File: src/rtl/l7_branch_pkg.sv
// Shared opcode/counter constants and helper functions for the l7 branch unit.
package l7_branch_pkg;

   typedef logic [1:0] cnt_t;

   localparam logic [2:0] OP_NONE = 3'b000;
   localparam logic [2:0] OP_BZ   = 3'b001;
   localparam logic [2:0] OP_BNZ  = 3'b010;
   localparam logic [2:0] OP_BLTZ = 3'b011;
   localparam logic [2:0] OP_BGEZ = 3'b100;
   localparam logic [2:0] OP_JMP  = 3'b101;

   localparam cnt_t CNT_SNT   = 2'b00;
   localparam cnt_t CNT_WNT   = 2'b01;
   localparam cnt_t CNT_WT    = 2'b10;
   localparam cnt_t CNT_ST    = 2'b11;
   localparam cnt_t CNT_RESET = CNT_WNT;

   function automatic logic is_cond(input logic [2:0] op);
      case (op)
         OP_BZ, OP_BNZ, OP_BLTZ, OP_BGEZ: is_cond = 1'b1;
         default:                         is_cond = 1'b0;
      endcase
   endfunction

   // Operand is pre-reduced to zero/sign flags so the function stays width-agnostic.
   function automatic logic cond_taken(input logic [2:0] op, input logic data_zero,
                                       input logic data_sign);
      case (op)
         OP_BZ:   cond_taken = data_zero;
         OP_BNZ:  cond_taken = ~data_zero;
         OP_BLTZ: cond_taken = data_sign;
         OP_BGEZ: cond_taken = ~data_sign;
         OP_JMP:  cond_taken = 1'b1;
         default: cond_taken = 1'b0;
      endcase
   endfunction

   function automatic cnt_t sat_next(input cnt_t cnt, input logic taken);
      if (taken) begin
         sat_next = (cnt == CNT_ST) ? CNT_ST : cnt + 2'd1;
      end else begin
         sat_next = (cnt == CNT_SNT) ? CNT_SNT : cnt - 2'd1;
      end
   endfunction

endpackage

File: src/rtl/l7_branch_unit_if.sv
// Lookup and resolve bus between fetch/execute (master) and the branch unit (slave).
interface l7_branch_unit_if #(
   parameter int DATA_W = 16,
   parameter int PC_W   = 16
);
   logic              lk_valid;
   logic [PC_W-1:0]   lk_pc;
   logic              pred_taken;
   logic              pred_valid;
   logic              rs_valid;
   logic [2:0]        rs_op;
   logic [PC_W-1:0]   rs_pc;
   logic [DATA_W-1:0] rs_data;
   logic              rs_pred;
   logic              branch;
   logic              mispredict;
   logic              rs_done;

   modport master (
      output lk_valid, lk_pc, rs_valid, rs_op, rs_pc, rs_data, rs_pred,
      input  pred_taken, pred_valid, branch, mispredict, rs_done
   );

   modport slave (
      input  lk_valid, lk_pc, rs_valid, rs_op, rs_pc, rs_data, rs_pred,
      output pred_taken, pred_valid, branch, mispredict, rs_done
   );
endinterface

File: src/rtl/l7_bht.sv
// Direct-mapped table of 2-bit saturating counters: one registered read port,
// one write port, read-before-write on same-index collisions, reset to WNT.
module l7_bht
   import l7_branch_pkg::*;
#(
   parameter int IDX_W = 4
) (
   input  logic             clk,
   input  logic             rst_n,
   input  logic             i_rd_en,
   input  logic [IDX_W-1:0] i_rd_idx,
   output cnt_t             o_rd_cnt,
   input  logic             i_wr_en,
   input  logic [IDX_W-1:0] i_wr_idx,
   input  logic             i_wr_taken
);
   localparam int DEPTH = 2 ** IDX_W;

   cnt_t r_table [DEPTH];
   cnt_t r_rd_cnt;

   // Counter storage with saturating update.
   always_ff @(posedge clk) begin
      if (!rst_n) begin
         for (int i = 0; i < DEPTH; i++) begin
            r_table[i] <= CNT_RESET;
         end
      end else if (i_wr_en) begin
         r_table[i_wr_idx] <= sat_next(r_table[i_wr_idx], i_wr_taken);
      end
   end

   // Read register; holds its value while no lookup is requested.
   always_ff @(posedge clk) begin
      if (!rst_n) begin
         r_rd_cnt <= CNT_SNT;
      end else if (i_rd_en) begin
         r_rd_cnt <= r_table[i_rd_idx];
      end
   end

   assign o_rd_cnt = r_rd_cnt;
endmodule

File: src/rtl/l7_branch_unit.sv
// Branch resolution and 2-bit counter prediction unit.
// Optional statistics counters are enabled by defining L7_BRANCH_STATS_EN.
module l7_branch_unit
   import l7_branch_pkg::*;
#(
   parameter int DATA_W = 16,
   parameter int PC_W   = 16,
   parameter int IDX_W  = 4
) (
   input  logic              clk,
   input  logic              rst_n,
   l7_branch_unit_if.slave   bus
`ifdef L7_BRANCH_STATS_EN
   ,
   output logic [31:0]       stat_branches,
   output logic [31:0]       stat_mispredicts
`endif
);
   logic w_zero;
   logic w_sign;
   logic w_cond;
   logic w_is_jmp;
   logic w_taken;
   logic w_branch;
   logic w_mispredict;
   cnt_t w_rd_cnt;

   logic r_pred_valid;
   logic r_branch;
   logic r_mispredict;
   logic r_rs_done;

   assign w_zero   = (bus.rs_data == {DATA_W{1'b0}});
   assign w_sign   = bus.rs_data[DATA_W-1];
   assign w_cond   = is_cond(bus.rs_op);
   assign w_is_jmp = (bus.rs_op == OP_JMP);
   assign w_taken  = cond_taken(bus.rs_op, w_zero, w_sign);

   // Only conditional ops and JMP can mispredict; NONE/invalid resolve quietly.
   always_comb begin
      w_branch     = 1'b0;
      w_mispredict = 1'b0;
      if (bus.rs_valid) begin
         w_branch     = w_taken;
         w_mispredict = (w_cond | w_is_jmp) & (w_taken ^ bus.rs_pred);
      end else begin
         w_branch     = 1'b0;
         w_mispredict = 1'b0;
      end
   end

   l7_bht #(.IDX_W(IDX_W)) u_bht (
      .clk        (clk),
      .rst_n      (rst_n),
      .i_rd_en    (bus.lk_valid),
      .i_rd_idx   (bus.lk_pc[IDX_W-1:0]),
      .o_rd_cnt   (w_rd_cnt),
      .i_wr_en    (bus.rs_valid & w_cond),
      .i_wr_idx   (bus.rs_pc[IDX_W-1:0]),
      .i_wr_taken (w_taken)
   );

   // Registered resolve results and lookup-valid flag.
   always_ff @(posedge clk) begin
      if (!rst_n) begin
         r_pred_valid <= 1'b0;
         r_branch     <= 1'b0;
         r_mispredict <= 1'b0;
         r_rs_done    <= 1'b0;
      end else begin
         r_pred_valid <= bus.lk_valid;
         r_branch     <= w_branch;
         r_mispredict <= w_mispredict;
         r_rs_done    <= bus.rs_valid;
      end
   end

   assign bus.pred_taken = w_rd_cnt[1];
   assign bus.pred_valid = r_pred_valid;
   assign bus.branch     = r_branch;
   assign bus.mispredict = r_mispredict;
   assign bus.rs_done    = r_rs_done;

`ifdef L7_BRANCH_STATS_EN
   logic [31:0] r_stat_branches;
   logic [31:0] r_stat_mispredicts;

   // Event counters, wrapping naturally at 2**32.
   always_ff @(posedge clk) begin
      if (!rst_n) begin
         r_stat_branches    <= 32'd0;
         r_stat_mispredicts <= 32'd0;
      end else begin
         if (bus.rs_valid && (w_cond || w_is_jmp)) begin
            r_stat_branches <= r_stat_branches + 32'd1;
         end
         if (w_mispredict) begin
            r_stat_mispredicts <= r_stat_mispredicts + 32'd1;
         end
      end
   end

   assign stat_branches    = r_stat_branches;
   assign stat_mispredicts = r_stat_mispredicts;
`endif
endmodule

File: src/flat_wrapper.sv
// flat-port wrapper written by rule: the top's interface ports become plain ports
module l7_branch_unit_flat import l7_branch_pkg::*;
#(
   parameter int DATA_W = 16,
   parameter int PC_W   = 16,
   parameter int IDX_W  = 4
)
  (clk, rst_n, bus_lk_valid, bus_lk_pc, bus_rs_valid, bus_rs_op, bus_rs_pc, bus_rs_data, bus_rs_pred, bus_pred_taken, bus_pred_valid, bus_branch, bus_mispredict, bus_rs_done);
  l7_branch_unit_if #(.DATA_W(DATA_W), .PC_W(PC_W)) bus_i ();
  input  logic clk;
  input  logic rst_n;
  input wire logic [$bits(bus_i.lk_valid)-1:0] bus_lk_valid;
  input wire logic [$bits(bus_i.lk_pc)-1:0] bus_lk_pc;
  input wire logic [$bits(bus_i.rs_valid)-1:0] bus_rs_valid;
  input wire logic [$bits(bus_i.rs_op)-1:0] bus_rs_op;
  input wire logic [$bits(bus_i.rs_pc)-1:0] bus_rs_pc;
  input wire logic [$bits(bus_i.rs_data)-1:0] bus_rs_data;
  input wire logic [$bits(bus_i.rs_pred)-1:0] bus_rs_pred;
  output wire logic [$bits(bus_i.pred_taken)-1:0] bus_pred_taken;
  output wire logic [$bits(bus_i.pred_valid)-1:0] bus_pred_valid;
  output wire logic [$bits(bus_i.branch)-1:0] bus_branch;
  output wire logic [$bits(bus_i.mispredict)-1:0] bus_mispredict;
  output wire logic [$bits(bus_i.rs_done)-1:0] bus_rs_done;
  assign bus_i.lk_valid = bus_lk_valid;
  assign bus_i.lk_pc = bus_lk_pc;
  assign bus_i.rs_valid = bus_rs_valid;
  assign bus_i.rs_op = bus_rs_op;
  assign bus_i.rs_pc = bus_rs_pc;
  assign bus_i.rs_data = bus_rs_data;
  assign bus_i.rs_pred = bus_rs_pred;
  assign bus_pred_taken = bus_i.pred_taken;
  assign bus_pred_valid = bus_i.pred_valid;
  assign bus_branch = bus_i.branch;
  assign bus_mispredict = bus_i.mispredict;
  assign bus_rs_done = bus_i.rs_done;
  l7_branch_unit #(.DATA_W(DATA_W), .PC_W(PC_W), .IDX_W(IDX_W)) u_core (.clk(clk), .rst_n(rst_n), .bus(bus_i));
endmodule
File: config.mk
export PLATFORM = sky130hd
export DESIGN_NAME = l7_branch_unit_flat
export DESIGN_NICKNAME = d
export VERILOG_FILES = /design/src/rtl/l7_branch_pkg.sv /design/src/rtl/l7_branch_unit_if.sv /design/src/rtl/l7_bht.sv /design/src/rtl/l7_branch_unit.sv /design/src/flat_wrapper.sv
export SDC_FILE = /design/constraint.sdc
export NUM_CORES = 1
export LEC_CHECK = 0
export ABC_AREA = 1
export CORE_MARGIN = 1.5
export CORE_UTILIZATION = 50
export DETAILED_ROUTE_END_ITERATION = 10
export PLACE_DENSITY = 0.83
export SLEW_MARGIN = 40
export SYNTH_ARGS = -nofsm -noshare
export SYNTH_HDL_FRONTEND = slang
export SYNTH_SLANG_ARGS = --single-unit
export TNS_END_PERCENT = 20
File: constraint.sdc
create_clock -name clk -period 2.3 [get_ports clk]
set_clock_uncertainty 0.15 [all_clocks]
set_input_delay 0.345 -clock clk [delete_from_list [all_inputs] [get_ports clk]]
set_output_delay 0.345 -clock clk [all_outputs]
set_load 0.02 [all_outputs]
# Word-level counts from Yosys, hierarchy flattened
# Memories as Yosys holds them, arrays and structs flattened. A register that Yosys moved wholly into a read port is not among the register bits.
# Cells that the tools add are included.
[classes]
add_sub_neg = 2
muxes = 14
n_bitwise = 6
eq_ne = 6
reduce_logical = 6
[op_table]
columns = ["op", "count"]
rows = [
  ["$logic_not A16 Y1", 1],
  ["$mux W2", 6],
  ["$eq A3 B2 Y1 const B", 2],
  ["$eq A3 B3 Y1 const B", 2],
  ["$mux W1", 6],
  ["$pmux W1 S5", 1],
  ["$mux W4", 1],
  ["$reduce_or A4 Y1", 1],
  ["$eq A3 B1 Y1 const B", 1],
  ["$add A2 B1 Y2 const B", 1],
  ["$and A1 B1 Y1", 2],
  ["$eq A2 B2 Y1 const B", 1],
  ["$logic_not A2 Y1", 1],
  ["$not A1 Y1", 2],
  ["$reduce_and A2 Y1", 1],
  ["$reduce_or A2 Y1", 1],
  ["$sub A2 B1 Y2 const B", 1],
  ["$logic_not A1 Y1", 1],
  ["$or A1 B1 Y1", 1],
  ["$xor A1 B1 Y1", 1],
]
[totals]
mem_bits_rw = 32
register_bits = 4
memories = 1
[mem_list]
columns = ["name", "depth", "width", "rd", "rd_ports_with_merged_regs", "wr", "line", "text"]
rows = [
  ["u_core.u_bht.r_table", 16, 2, 2, 1, 16, "l7_bht.sv:19", "cnt_t r_table [DEPTH];"],
]

# Logic depth before layout (Yosys ltp)
# Gate-level depths: netlist of the first run.
[logic_depth]
word_depth = 9
depth_mapped = 13
depth_no_buf = 11

# Hierarchy
# Synthesis of the first run repeated with hierarchy kept, for this count alone.
[unflattened]
hier_cells = 362
hier_area_um2 = 2555.0
[modules_own_cells]
columns = ["module", "area_per_inst_um2", "instances", "cells_per_inst"]
rows = [
  ["l7_bht", 2272.2, 1, 316],
  ["l7_branch_unit", 282.8, 1, 46],
]

# Worst setup path before layout of the first run
# No wires, ideal clock.
[synth_path]
path_type = "input -> register"
start = "input bus_rs_pc[0]"
end = "memory u_core.u_bht.r_table[10][0] (netlist name), data pin"
path_buffers = 3
arrival_ns = 1.423
path_stages = 13
path_slack_ns = 0.467
setup_ns = 0.261
path_cell_list = "buf_6 buf_12 nand2_2 nand2_1 nand2_1 nand2_1 nand2_1 nand2_2 inv_2 nand2_4 o21ai_4 buf_12 nand3_2"
[synth_rtl]
columns = ["item", "line", "text"]
rows = [
  ["from (decl)", "flat_wrapper.sv:16", "input wire logic [$bits(bus_i.rs_pc)-1:0] bus_rs_pc;"],
  ["to (decl)", "l7_bht.sv:19", ""],
]

==> impl_metrics.ini, run 1 <==
[outcome]
status = complete, no violations

[setup_path]
cpMostUsedCell = nand2_1
reg2reg_from = u_core.u_bht.r_table[13][1]
path_delay_family = buffers and inverters
r2r_end = u_core.u_bht.r_table[14][0]
cp_cell_sequence = clkdlybuf4s50_1, inv_2, nand2_1, nand2_1, nand2_1, nand2_1, nand2_1, nand2_1, nor2_4, buf_4, nand2_2, buf_12, nand3_1
critical_path_peak_fanout = 17
path_class = in -> reg
crit_slowest_cell = clkdlybuf4s50_1
rrSetupSlack_ns = 0.54
cp_data_required_time_ns = 2.18
ff2ff_path_depth = 11
worst-path-buf-inv = 4
crit_path_end_kind = flip-flop
cp_data_arrival_time_ns = 2.06
cpPeakStageDelay_ns = 0.47
critPathLaunchType = input pin

[yosys]
synth_edf_count = 32
synth_top_area_cell = edfxtp_1
synth.area.top_cells = edfxtp_1 39%, nand2_1 21%, inv_1 5.3%, nor2_1 4.3%, dfxtp_1 4.1%
mappedNetlistNets = 380
postSynthCellCount = 324
yosysTopAreaCellShare = 0.389
yosysSeqAreaShare = 0.430
synth_flop_cell = edfxtp_1
synth_area_um2 = 2470
synth.most_common_cell = nand2_1
avgSynthCellArea_um2 = 7.62
async_flop_share = 0
synth_cell_types = 26
ys_ff_latch = 37
post_synth_most_frequent_cells = 137 x nand2_1, 35 x inv_1, 32 x edfxtp_1
yosys_warnings = 0

[clock_tree]
cts_hold_repair.buffers = 0
cts_buffers = 5
post_cts_resize_count = 0
cts_setup_buffers = 0
cts_sinks = 37
cts_max_level = 2
clkSlewWorstSetupHoldPaths_ns = 0.07
cts-root-buf = clkbuf_8
clk_path_buf_depth = 2
cts_tree = yes
insertion_delay_ns = 0.29

[grt]
met2_usage = 0.384
grt_util_met3 = 0.0497
met1_usage = 0.262
grt_first_pass_wirelength_um = 8660
grt-ovfl-total = 0
grt_pass1_vias = 1980
grtUsageTotal = 0.220
grt_max_degree = 19
grt-busiest-layer = met2
antenna_found_initial = 0

[detailed_routing]
wirelength_um = 5360
routedWlPerCell_um = 12.2
drt_first_iter_violations = 144
viasPerCell = 4.89
dr.pass1.iters = 4
final_antenna_net_count = 0
vias = 2142
drc_errors = 0

[cells_and_area]
post_route_cells_drive_above_1_share = 0.170
final_net_count = 426
area_delta_synth_final_pct = 22.4
postLayoutCoreUtil = 0.639
antenna_cells = 0

[floorplan]
initial_core_util = 0.522
ios = 61
die_area_um2 = 5360
die_w_um = 73.2
dieHeight_um = 73.2
rows = 25
core_um2 = 4720

[worst_hold_path]
min_path_type = reg -> reg
holdPathEnd = u_core.u_bht.o_rd_cnt[1]
hold_depth = 2
hp-start = u_core.u_bht.o_rd_cnt[1]

[place]
port_buffers = 36
place_congestion = 0.913
dp_hpwl_um = 3990

[timing]
worst_slew_pin_slew_ns = 0.408
fmax_mhz = 459
fin_crit_sh = 0.948
setup_viol = 0
slew_violations = 0
period_minus_slack_ns = 2.18
rsz0062_at_grt = true
hold_viol = 0
slew_headroom = 0.725
whs_ns = 0.350

[power_and_ir_drop]
powerDensity_nw_per_um2 = 511
power_leakage_nw = 1.33
finalPower_mw = 1.54
irDropWorstVdd_mv = 0.251

[run]
cap_viol_max_count = 0
state kept, by name, summed over array words and instances (netlist names):
register               cells
u_core.u_bht.r_table      32
u_core.bus.branch          1
u_core.bus.mispredict      1
u_core.bus.pred_valid      1
u_core.bus.rs_done         1
u_core.u_bht.o_rd_cnt      1
routing by layer:
metal | part of all wire | vias to the layer above | routed length (um)
met5 | 0 | - | 0
met4 | 0.024 | 0 | 129
met3 | 0.058 | 10 | 308
met2 | 0.50 | 68 | 2690
met1 | 0.42 | 952 | 2230
li1 | - | 1112 | -
stage by stage:
stage / setup TNS (ns) / area [um^2] / setup WS, ns / instances
2_1_floorplan: 0 / 2470 / 0.467 / 324
3_3_place_gp: -4.56 / 2920 / -0.166 / 430
3_5_place_dp: -4.71 / 2920 / -0.168 / 430
4_1_cts: 0 / 3010 / 0.121 / 438
5_1_grt: -0.00153 / 3020 / -0.00153 / 438
6_report: 0 / 3020 / 0.121 / 438
tightest hold or removal path, stage by stage, from the launching register on:
cell and delay, ns:
dfxtp_1 0.33, o211ai_1 0.09, inv_1 0.05
kinds of logic after synthesis:
| family | Yosys count | synth area share |
|---|---|---|
| AO/OA/AOI/OAI | 25 | 0.0735 |
| buffers and inverters | 51 | 0.110 |
| AND/OR/NAND/NOR | 211 | 0.387 |
| flip-flops | 37 | 0.430 |
area by class of cell:
class / count / area [um^2]
timing repair buffer: 50 / 490
clock buffer: 8 / 90.1
sequential: 37 / 1060
tap: 67 / 83.8
multi-input combinational: 236 / 1140
inverter: 40 / 150
fill: 406 / 1700
where the power goes:
part | switching (mW) | internal [mW] | leakage (nW)
clock network | 0.214 | 0.244 | 0.0455
logic | 0.193 | 0.139 | 0.967
registers | 0.00926 | 0.744 | 0.319
total | 0.416 | 1.13 | 1.33
cells in the final DEF, fill, tap and decap left out, drive strengths merged:
| cell type | count |
|---|---|
| nand2 | 152 |
| inv | 39 |
| clkdlybuf4s50 | 36 |
| edfxtp | 32 |
| nor2 | 29 |
| nand3 | 28 |
| a21oi | 18 |
| buf | 14 |
| clkbuf | 8 |
| dfxtp | 5 |
| o21ai | 4 |
| o211ai | 3 |
| clkinv | 1 |
| or2 | 1 |
| nand4 | 1 |
worst max path at each step:
stage / depth (start not counted) / slack (ns) / from / to
2_1_floorplan: 13 / 0.47 / bus_rs_pc[0] / u_core.u_bht.r_table[10][0]
3_3_place_gp: 12 / -0.17 / bus_rs_pc[0] / u_core.u_bht.r_table[8][1]
4_1_cts: 12 / 0.12 / bus_rs_pc[0] / u_core.u_bht.r_table[8][1]
3_5_place_dp: 12 / -0.17 / bus_rs_pc[0] / u_core.u_bht.r_table[8][1]
6_report: 13 / 0.12 / bus_rs_pc[0] / u_core.u_bht.r_table[14][0]
5_1_grt: 13 / -0.002 / bus_rs_pc[0] / u_core.u_bht.r_table[14][0]
Power figures use the tool's default switching activity.
==> run 2: changes to the inputs <==
SLEW_MARGIN = 20   (was 40)
==> results of run 2 <==
Same layout as run 1: the final DEF is identical, and so are final timing and power.
